<file path="src/rtl/lz_restore.sv">
// Multi-cycle denormalizer: shifts a normalized word right by its leading-zero
// count, at most STEP bit positions per cycle, under a start/busy/done handshake.
module lz_restore #(
    parameter int STEP = 8
) (
    input  logic        clk,
    input  logic        rst,
    input  logic        start,
    input  logic [31:0] data_in,
    input  logic [5:0]  count_in,
    output logic        busy,
    output logic        done,
    output logic [31:0] result,
    output logic        count_err,
    output logic        norm_err
);

    localparam logic [5:0] STEP_W = 6'(STEP);

    typedef enum logic [1:0] {
        ST_IDLE  = 2'd0,
        ST_SHIFT = 2'd1,
        ST_DONE  = 2'd2
    } state_t;

    state_t      state_reg, state_next;
    logic [31:0] work_reg;
    logic [5:0]  rem_reg;
    logic        count_err_reg;
    logic        norm_err_reg;

    logic [5:0]  eff_count;
    logic [5:0]  shift_amt;

    // Counts above 32 are clamped so the word simply shifts out to zero.
    assign eff_count = (count_in > 6'd32) ? 6'd32 : count_in;
    assign shift_amt = (rem_reg < STEP_W) ? rem_reg : STEP_W;

    always_ff @(posedge clk) begin
        if (rst) begin
            state_reg <= ST_IDLE;
        end else begin
            state_reg <= state_next;
        end
    end

    always_comb begin
        state_next = state_reg;
        case (state_reg)
            ST_IDLE: begin
                if (start) begin
                    state_next = (eff_count != 6'd0) ? ST_SHIFT : ST_DONE;
                end
            end
            ST_SHIFT: begin
                if (rem_reg <= STEP_W) begin
                    state_next = ST_DONE;
                end
            end
            ST_DONE: begin
                state_next = ST_IDLE;
            end
            default: begin
                state_next = ST_IDLE;
            end
        endcase
    end

    always_comb begin
        busy = 1'b0;
        done = 1'b0;
        case (state_reg)
            ST_SHIFT: busy = 1'b1;
            ST_DONE: begin
                busy = 1'b1;
                done = 1'b1;
            end
            default: begin
                busy = 1'b0;
                done = 1'b0;
            end
        endcase
    end

    // Working register doubles as the result; error flags are held alongside it.
    always_ff @(posedge clk) begin
        if (rst) begin
            work_reg      <= 32'd0;
            rem_reg       <= 6'd0;
            count_err_reg <= 1'b0;
            norm_err_reg  <= 1'b0;
        end else begin
            case (state_reg)
                ST_IDLE: begin
                    if (start) begin
                        work_reg      <= data_in;
                        rem_reg       <= eff_count;
                        count_err_reg <= (count_in > 6'd32);
                        norm_err_reg  <= ~data_in[31] && (eff_count < 6'd32);
                    end
                end
                ST_SHIFT: begin
                    work_reg <= work_reg >> shift_amt;
                    rem_reg  <= rem_reg - shift_amt;
                end
                default: begin
                end
            endcase
        end
    end

    assign result    = work_reg;
    assign count_err = count_err_reg;
    assign norm_err  = norm_err_reg;

endmodule

</file>
<file path="config.mk">
export PLATFORM = sky130hd
export DESIGN_NAME = lz_restore
export DESIGN_NICKNAME = d
export VERILOG_FILES = /design/src/rtl/lz_restore.sv
export SDC_FILE = /design/constraint.sdc
export NUM_CORES = 1
export LEC_CHECK = 0
export CAP_MARGIN = 40
export CORE_MARGIN = 4
export CORE_UTILIZATION = 30
export CTS_CLUSTER_SIZE = 12
export DETAILED_ROUTE_END_ITERATION = 12
export PLACE_DENSITY = 0.49
export SLEW_MARGIN = 20
export SYNTH_ARGS = -nofsm -noshare
export SYNTH_HDL_FRONTEND = slang
export SYNTH_SLANG_ARGS = --single-unit
export TNS_END_PERCENT = 10
</file>
<file path="constraint.sdc">
create_clock -name clk -period 5.5 [get_ports clk]
set_input_delay 1.1 -clock clk [delete_from_list [all_inputs] [get_ports clk]]
set_output_delay 1.1 -clock clk [all_outputs]
set_load 0.01 [all_outputs]
</file>
# Word-level counts from Yosys, hierarchy flattened
# Cells that the tools add are included.
[totals]
register_bits = 42
input_bits = 41
output_inout_bits = 36
elab_cells = 36
[classes]
addsub = 1
order_cmp = 4
eq_ne = 4
n_shift = 1
muxes = 12
bitwise_logic = 1
reduce_logical = 8
[op_table]
columns = ["cell", "n"]
rows = [
  ["$pmux 32 s2", 1],
  ["$mux 32", 1],
  ["$shr 32x6->32", 1],
  ["$mux 6", 3],
  ["$pmux 6 s2", 1],
  ["$gt 6x6->1 const B", 1],
  ["$le 6x4->1 const B", 1],
  ["$lt 6x4->1 const B", 1],
  ["$lt 6x6->1 const B", 1],
  ["$mux 2", 3],
  ["$reduce_and 2->1", 3],
  ["$reduce_bool 6->1", 1],
  ["$sub 6x6->6", 1],
  ["$ne 2x2->1 const B", 2],
  ["$pmux 2 s2", 1],
  ["$eq 2x1->1 const B", 1],
  ["$eq 2x2->1 const B", 1],
  ["$logic_not 2->1", 1],
  ["$mux 1", 2],
  ["$reduce_bool 2->1", 1],
  ["$reduce_or 2->1", 1],
  ["$logic_and 1x1->1", 1],
  ["$not 1->1", 1],
]

# Longest topological paths before layout
# Gate-level depths: netlist of the first run.
[logic_depth]
word_depth = 6
mapped_depth = 9
mapped_depth_nobuf = 7

# Least setup slack after synthesis of the first run
# No wires, ideal clock.
[synth_path]
path_type = "input to register"
from = "in start"
to = "reg work_reg[6] (netlist: result[6])"
setup_time_ns = 0.091
arrival_ns = 2.171
required_ns = 5.409
setup_slack_ns = 3.238
path_stages = 4
path_buffers = 1
cell_sequence = "mux2i_1 -> clkbuf_1 -> a21oi_1 -> a311oi_1"
[synth_between]
elab_chain_cells = 2
[synth_lines]
columns = ["element", "line_no", "source"]
rows = [
  ["from (decl)", "8", "input logic start,"],
  ["$ne 2x2->1 (no source line)", "-", ""],
  ["$reduce_and 2->1 (no source line)", "-", ""],
  ["to (signal assigned)", "96", "work_reg <= data_in;"],
  ["to (signal assigned)", "103", "work_reg <= work_reg >> shift_amt;"],
  ["to (decl)", "27", "logic [31:0] work_reg;"],
]
# Every way passes these cells.
# A chain may end at the register's enable or synchronous reset.

==> flow_summary.ini, run 1 <==
[run_status]
status = complete, no violations

[global_routing]
overflow = 0
grt_pass1_vias = 3835
grt_max_degree = 48
grt_pass1_wl_um = 22570
antenna_found_initial = 0
grtUsageTotal_pct = 19.86

[timing]
slew_viol_final = 0
hold_viol_final = 0
rsz0062_at_grt = no
slew_headroom_pct = 45.56
setup_violations = 0
min_period_ps = 2986
period_share_pct = 54.30
fmax_ghz = 0.3349
skew_ps = 12.17
worst_pin_slew_ps = 814.9
setup_tns_ps = 0

[worst_setup_path]
critical_path_class = input port to flip-flop
critPathArrivalTime_ps = 3220
rr_worst_depth = 6
r2r_start = rem_reg[0]
reg2reg_to = result[4]
crit_path_max_fanout = 47
critical_path_required_ps = 5730
crit_path_end = result[5]
cp-startpoint = rst
r2r_slack_ps = 2630
cp-start-kind = input port
cp-end-kind = flip-flop

[synthesis]
yosysTopAreaCellShare_pct = 23.27
yosysSeqAreaShare_pct = 23.27
synthTopCellsByArea = dfxtp_1 23%, mux2i_1 14%, nor2_1 5.4%
syn_area_mm2 = 0.003613
synthArstFlopShare_pct = 0
yosys_most_used_dff = dfxtp_1
syn_inst = 467
synthesis.nets = 512
synth_edf_count = 0
synthDistinctLibCells = 61
ys_top_cells_by_count = 52 x nor2_1, 50 x mux2i_1, 42 x dfxtp_1
avgSynthCellArea_um2 = 7.738
ys_ff_latch = 42
ys_warn_count = 0
yosysTopAreaCell = dfxtp_1
synth.most_common_cell = nor2_1

[clocking]
cts_root_buffer = clkbuf_16
cts_tree = done
holdBufCountCts = 0
clock_path_buffers = 2
cts_inserted_buffers = 5
clk_pin_slew_ps = 70
cts_post_setup_buffers_inserted = 0
worstSkewPairLatency_ps = 290
numClockSinks = 42
h-tree-depth = 2
cts_resized = 0

[floorplan]
start_util_pct = 31.11
die_h_um = 117.8
io_pins = 77
dieArea_mm2 = 0.01387
die_w_um = 117.8
rows = 39
core_mm2 = 0.01161

[worst_hold_path]
hold_path.class = flip-flop to flip-flop

[final_layout]
diodes = 0
fin_nets = 558
largest_reg_flops = 32
utilization_pct = 39.78
layout-drive-gt1-share_pct = 7.198
syn2layout_area_growth_pct = 27.84
fillers = 1211

[power]
p_leak_nw = 1.565
seq_power_share_pct = 30.6
p_per_area_mw_per_mm2 = 315.1
ir_worst_vdd_mv = 0.1563
p_sw_share_pct = 39.65
switchingPower_mw = 0.5772
internal_power_mw = 0.8786
p_clk_share_pct = 27.5
p_comb_share_pct = 41.9

[route]
ant_nets = 0
viasPerCell = 6.038
wl_um = 14110
top_layer_used = met4
wl_met2_um = 6317
drt_iter0_drc = 372
wire_per_inst_um = 21.47
via_count = 3967
drcViolationCount = 0
wl_met3_um = 1084
dr.pass1.iters = 6
wl_met1_um = 6584

[placement]
io_buffers = 76
place_congestion = 0.8726
post-dp-hpwl_um = 9695

[run]
cap_violations = 0
## area by class of cell
cell class	instances	area [um^2]	area share, %
Clock inverter	3	68.82	1.490
Tap cell	143	178.9	3.873
Timing Repair Buffer	85	848.3	18.36
Multi-Input combinational cell	368	2516	54.47
Sequential cell	42	840.8	18.20
Clock buffer	5	125.1	2.709
Inverter	11	41.29	0.8938
## worst min-delay path by stage
stage	start	end	slack, ps	depth (start not counted)
after floorplan	state_reg[0]	state_reg[0]	470	2
after global placement	state_reg[0]	state_reg[0]	490	2
after detailed placement	norm_err	norm_err	480	2
after CTS	norm_err	norm_err	500	2
after global routing	result[0]	result[0]	550	2
final	norm_err	norm_err	490	2
## power by group through the flow
stage | sequential (mW) | combinational (mW) | clock (mW)
6_report | 0.446 | 0.609 | 0.401
5_1_grt | 0.454 | 0.666 | 0.414
4_1_cts | 0.444 | 0.606 | 0.404
3_5_place_dp | 0.451 | 0.603 | 0
3_3_place_gp | 0.453 | 0.594 | 0
2_1_floorplan | 0.413 | 0.396 | 0
## worst max-delay path, cell delays in order
cell,delay (ps)
clkdlybuf4s50_1,400
buf_4,300
nor2b_1,710
nand2_1,160
a2111oi_0,370
or3_1,170
## through the flow
stage               std cells  setup WS, ps  total power [mW]  cell area [um^2]  hold slack, ps
detailed placement        649          2233             1.054              4425           478.6
CTS                       657          2528             1.454              4619           499.5
global placement          648          2291             1.047              4398           490.1
global route              657          2298             1.533              4619           545.5
floorplan                 467          3238            0.8094              3613           466.7
finish                    657          2514             1.456              4619           493.9
## cells in the final DEF (no fill, tap or decap), drive strengths merged, types with 6 or more instances in the layout
master / synthesis / final
a211oi: 17 / 17
a21oi: 28 / 28
a22oi: 8 / 8
a311oi: 6 / 6
a31oi: 9 / 9
buf: 21 / 9
clkdlybuf4s50: 0 / 76
dfxtp: 42 / 42
inv: 11 / 11
mux2i: 50 / 50
nand2: 36 / 36
nand3: 14 / 14
nor2: 53 / 53
nor2b: 6 / 6
nor3: 19 / 19
o21ai: 23 / 23
o221ai: 7 / 7
o22ai: 12 / 12
## metal layers
layer  up-vias  track usage (%)
li1       1859                -
met1      1942            28.63
met2       156            30.90
met3        10            3.748
met4         0            4.029
met5         -                0
## cells by family (layout without fill, tap and decap cells)
kind of cell	Yosys count	after routing	synth area share, %
other cells	1	1	0.1038
flops	42	42	23.27
fa+ha+maj	4	4	1.385
compound gates	145	145	27.49
simple gates	159	159	22.02
buf+inv	57	104	7.825
mux	59	59	17.90
Power figures use the tool's default switching activity.
==> run 2, diff against run 1 <==
- PLACE_DENSITY: 0.49 -> 0.51
- clock period: 5.5 -> 2.6 ns (I/O delays scaled with it)
==> run 2 against run 1 <==
Net effect: non-clock buffer count grew 16; combinational power grew 130%; core utilization grew 1.0 points; sequential share of layout area shrank 0.47 points; clock skew shrank 6.0 ps; design area grew 2.6%; worst hold slack gained 7.9 ps; sequential power grew 110%; global-route usage grew 0.73 points; count of clock-buffer cells in the layout is the same; die area is the same; critical path type is now flip-flop to flip-flop; critical endpoint unchanged; largest cell class unchanged; highest routed layer unchanged.
==> flow_summary.ini, run 2 (synthesis gave the netlist of run 1 again) <==
[final_layout]
fillers = 1199
syn2layout_area_growth_pct = 31.20
diodes = 0
final_cell_mix = 76 x clkdlybuf4s50_1, 52 x nor2_1, 49 x mux2i_1
fin_nets = 574
mostFrequentLayoutCell = clkdlybuf4s50_1
largest_reg_flops = 32
seq_area_um2 = 840.8
multi_input_area_mm2 = 0.002516
layout-drive-gt1-share_pct = 10.00

[timing]
min_period_ps = 2306
rsz0062_at_grt = no
hold_viol_final = 0
slew_viol_final = 0
period_share_pct = 88.70
slew_headroom_pct = 56.27
worst_pin_slew_ps = 653.5
fmax_ghz = 0.4336
setup_tns_ps = 0
setup_violations = 0
skew_ps = 6.175

[placement]
place_congestion = 0.8883
post-dp-hpwl_um = 10220
io_buffers = 76

[floorplan]
start_util_pct = 31.11
dieArea_mm2 = 0.01387
core_mm2 = 0.01161
die_w_um = 117.8
io_pins = 77
die_h_um = 117.8
rows = 39

[global_routing]
overflow = 0
grtUsageTotal_pct = 20.59
grt_max_degree = 47
grt_pass1_wl_um = 22930
antenna_found_initial = 0
grt_pass1_vias = 4051

[route]
ant_nets = 0
via_count = 3999
dr.pass1.iters = 5
wire_per_inst_um = 21.70
wl_um = 14600
viasPerCell = 5.942
drcViolationCount = 0
drt_iter0_drc = 306

[worst_setup_path]
crit_path_max_fanout = 30
path_buf_inv = 1
cp-start-kind = flip-flop
critical_path_required_ps = 2780
critPathTopFamily = simple AND/OR/NAND/NOR gates
worstPathCellList = nor4b_4 -> buf_12 -> mux2i_1 -> a22o_1 -> nor3_1 -> or3_1
cp-end-kind = flip-flop
critPathArrivalTime_ps = 2480
cp_slowest_stage_delay_ps = 490
critical_path_class = flip-flop to flip-flop
crit_slowest_cell = dfxtp_1
r2r_slack_ps = 290

[clocking]
cts_post_setup_buffers_inserted = 0
holdBufCountCts = 0
numClockSinks = 42
cts_inserted_buffers = 5
h-tree-depth = 2
clock_path_buffers = 2
worstSkewPairLatency_ps = 290
cts_root_buffer = clkbuf_16
clk_pin_slew_ps = 70
cts_resized = 0
cts_tree = done

[power]
p_per_area_mw_per_mm2 = 643.7
p_leak_nw = 1.641
finalPower_mw = 3.052
ir_worst_vdd_mv = 0.2831

[worst_hold_path]
hold_path.class = flip-flop to flip-flop

[run_status]
status = complete, no violations

[run]
cap_violations = 0
-- run 2: cell count changes in the layout (fill, tap and decap cells not counted) --
cell and change:
buf_4 +13, clkinv_4 -1, clkinv_2 +2, buf_12 +4
bufinv_16 -1, buf_16 -1
-- run 2: where the power goes --
group	internal, mW	switching [mW]	total (mW)
Combinational	0.623	0.767	1.39
Clock	0.451	0.294	0.745
Sequential	0.733	0.184	0.917
-- run 2: metal layers --
layer	GRT usage [%]	vias to the layer above	wire length, um
met2	32.09	167	6570
met4	6.520	0	302
li1	-	1884	-
met3	3.700	17	858
met5	0	-	0
met1	28.83	1931	6870
-- run 2: layout make-up --
| class | count | area share (%) |
|---|---|---|
| Timing Repair Buffer | 101 | 21.06 |
| Clock buffer | 5 | 2.639 |
| Tap cell | 143 | 3.774 |
| Inverter | 11 | 0.8709 |
| Multi-Input combinational cell | 368 | 53.07 |
| Clock inverter | 3 | 0.8445 |
| Sequential cell | 42 | 17.74 |
-- run 2: worst paths after layout --
kind,from,endpoint,cells after the start
worst max register to register,rem_reg[3],result[5],6
worst min-delay path,result[0],result[0],2
worst min register to register,result[0],result[0],2
worst max-delay path,rem_reg[3],result[5],6
-- run 2: worst register-to-register path: stages (launching register included) --
cell and delay (ps):
dfxtp_1 490, nor4b_4 390, buf_12 280, mux2i_1 420, a22o_1 250, nor3_1 60
or3_1 300
-- run 2: through the flow --
| stage | area [um^2] | utilization, % | std cells | setup WS (ps) | hold WS [ps] |
|---|---|---|---|---|---|
| 2_1_floorplan | 3613 | - | 467 | 645.5 | 466.7 |
| 4_1_cts | 4741 | 40.82 | 673 | 303.8 | 504.3 |
| 3_5_place_dp | 4576 | 39.40 | 665 | 247.1 | 488.6 |
| 5_1_grt | 4741 | 40.82 | 673 | 141.9 | 532.0 |
| 3_3_place_gp | 4576 | 39.40 | 665 | 272.5 | 484.4 |
| 6_report | 4741 | 40.82 | 673 | 293.8 | 501.7 |
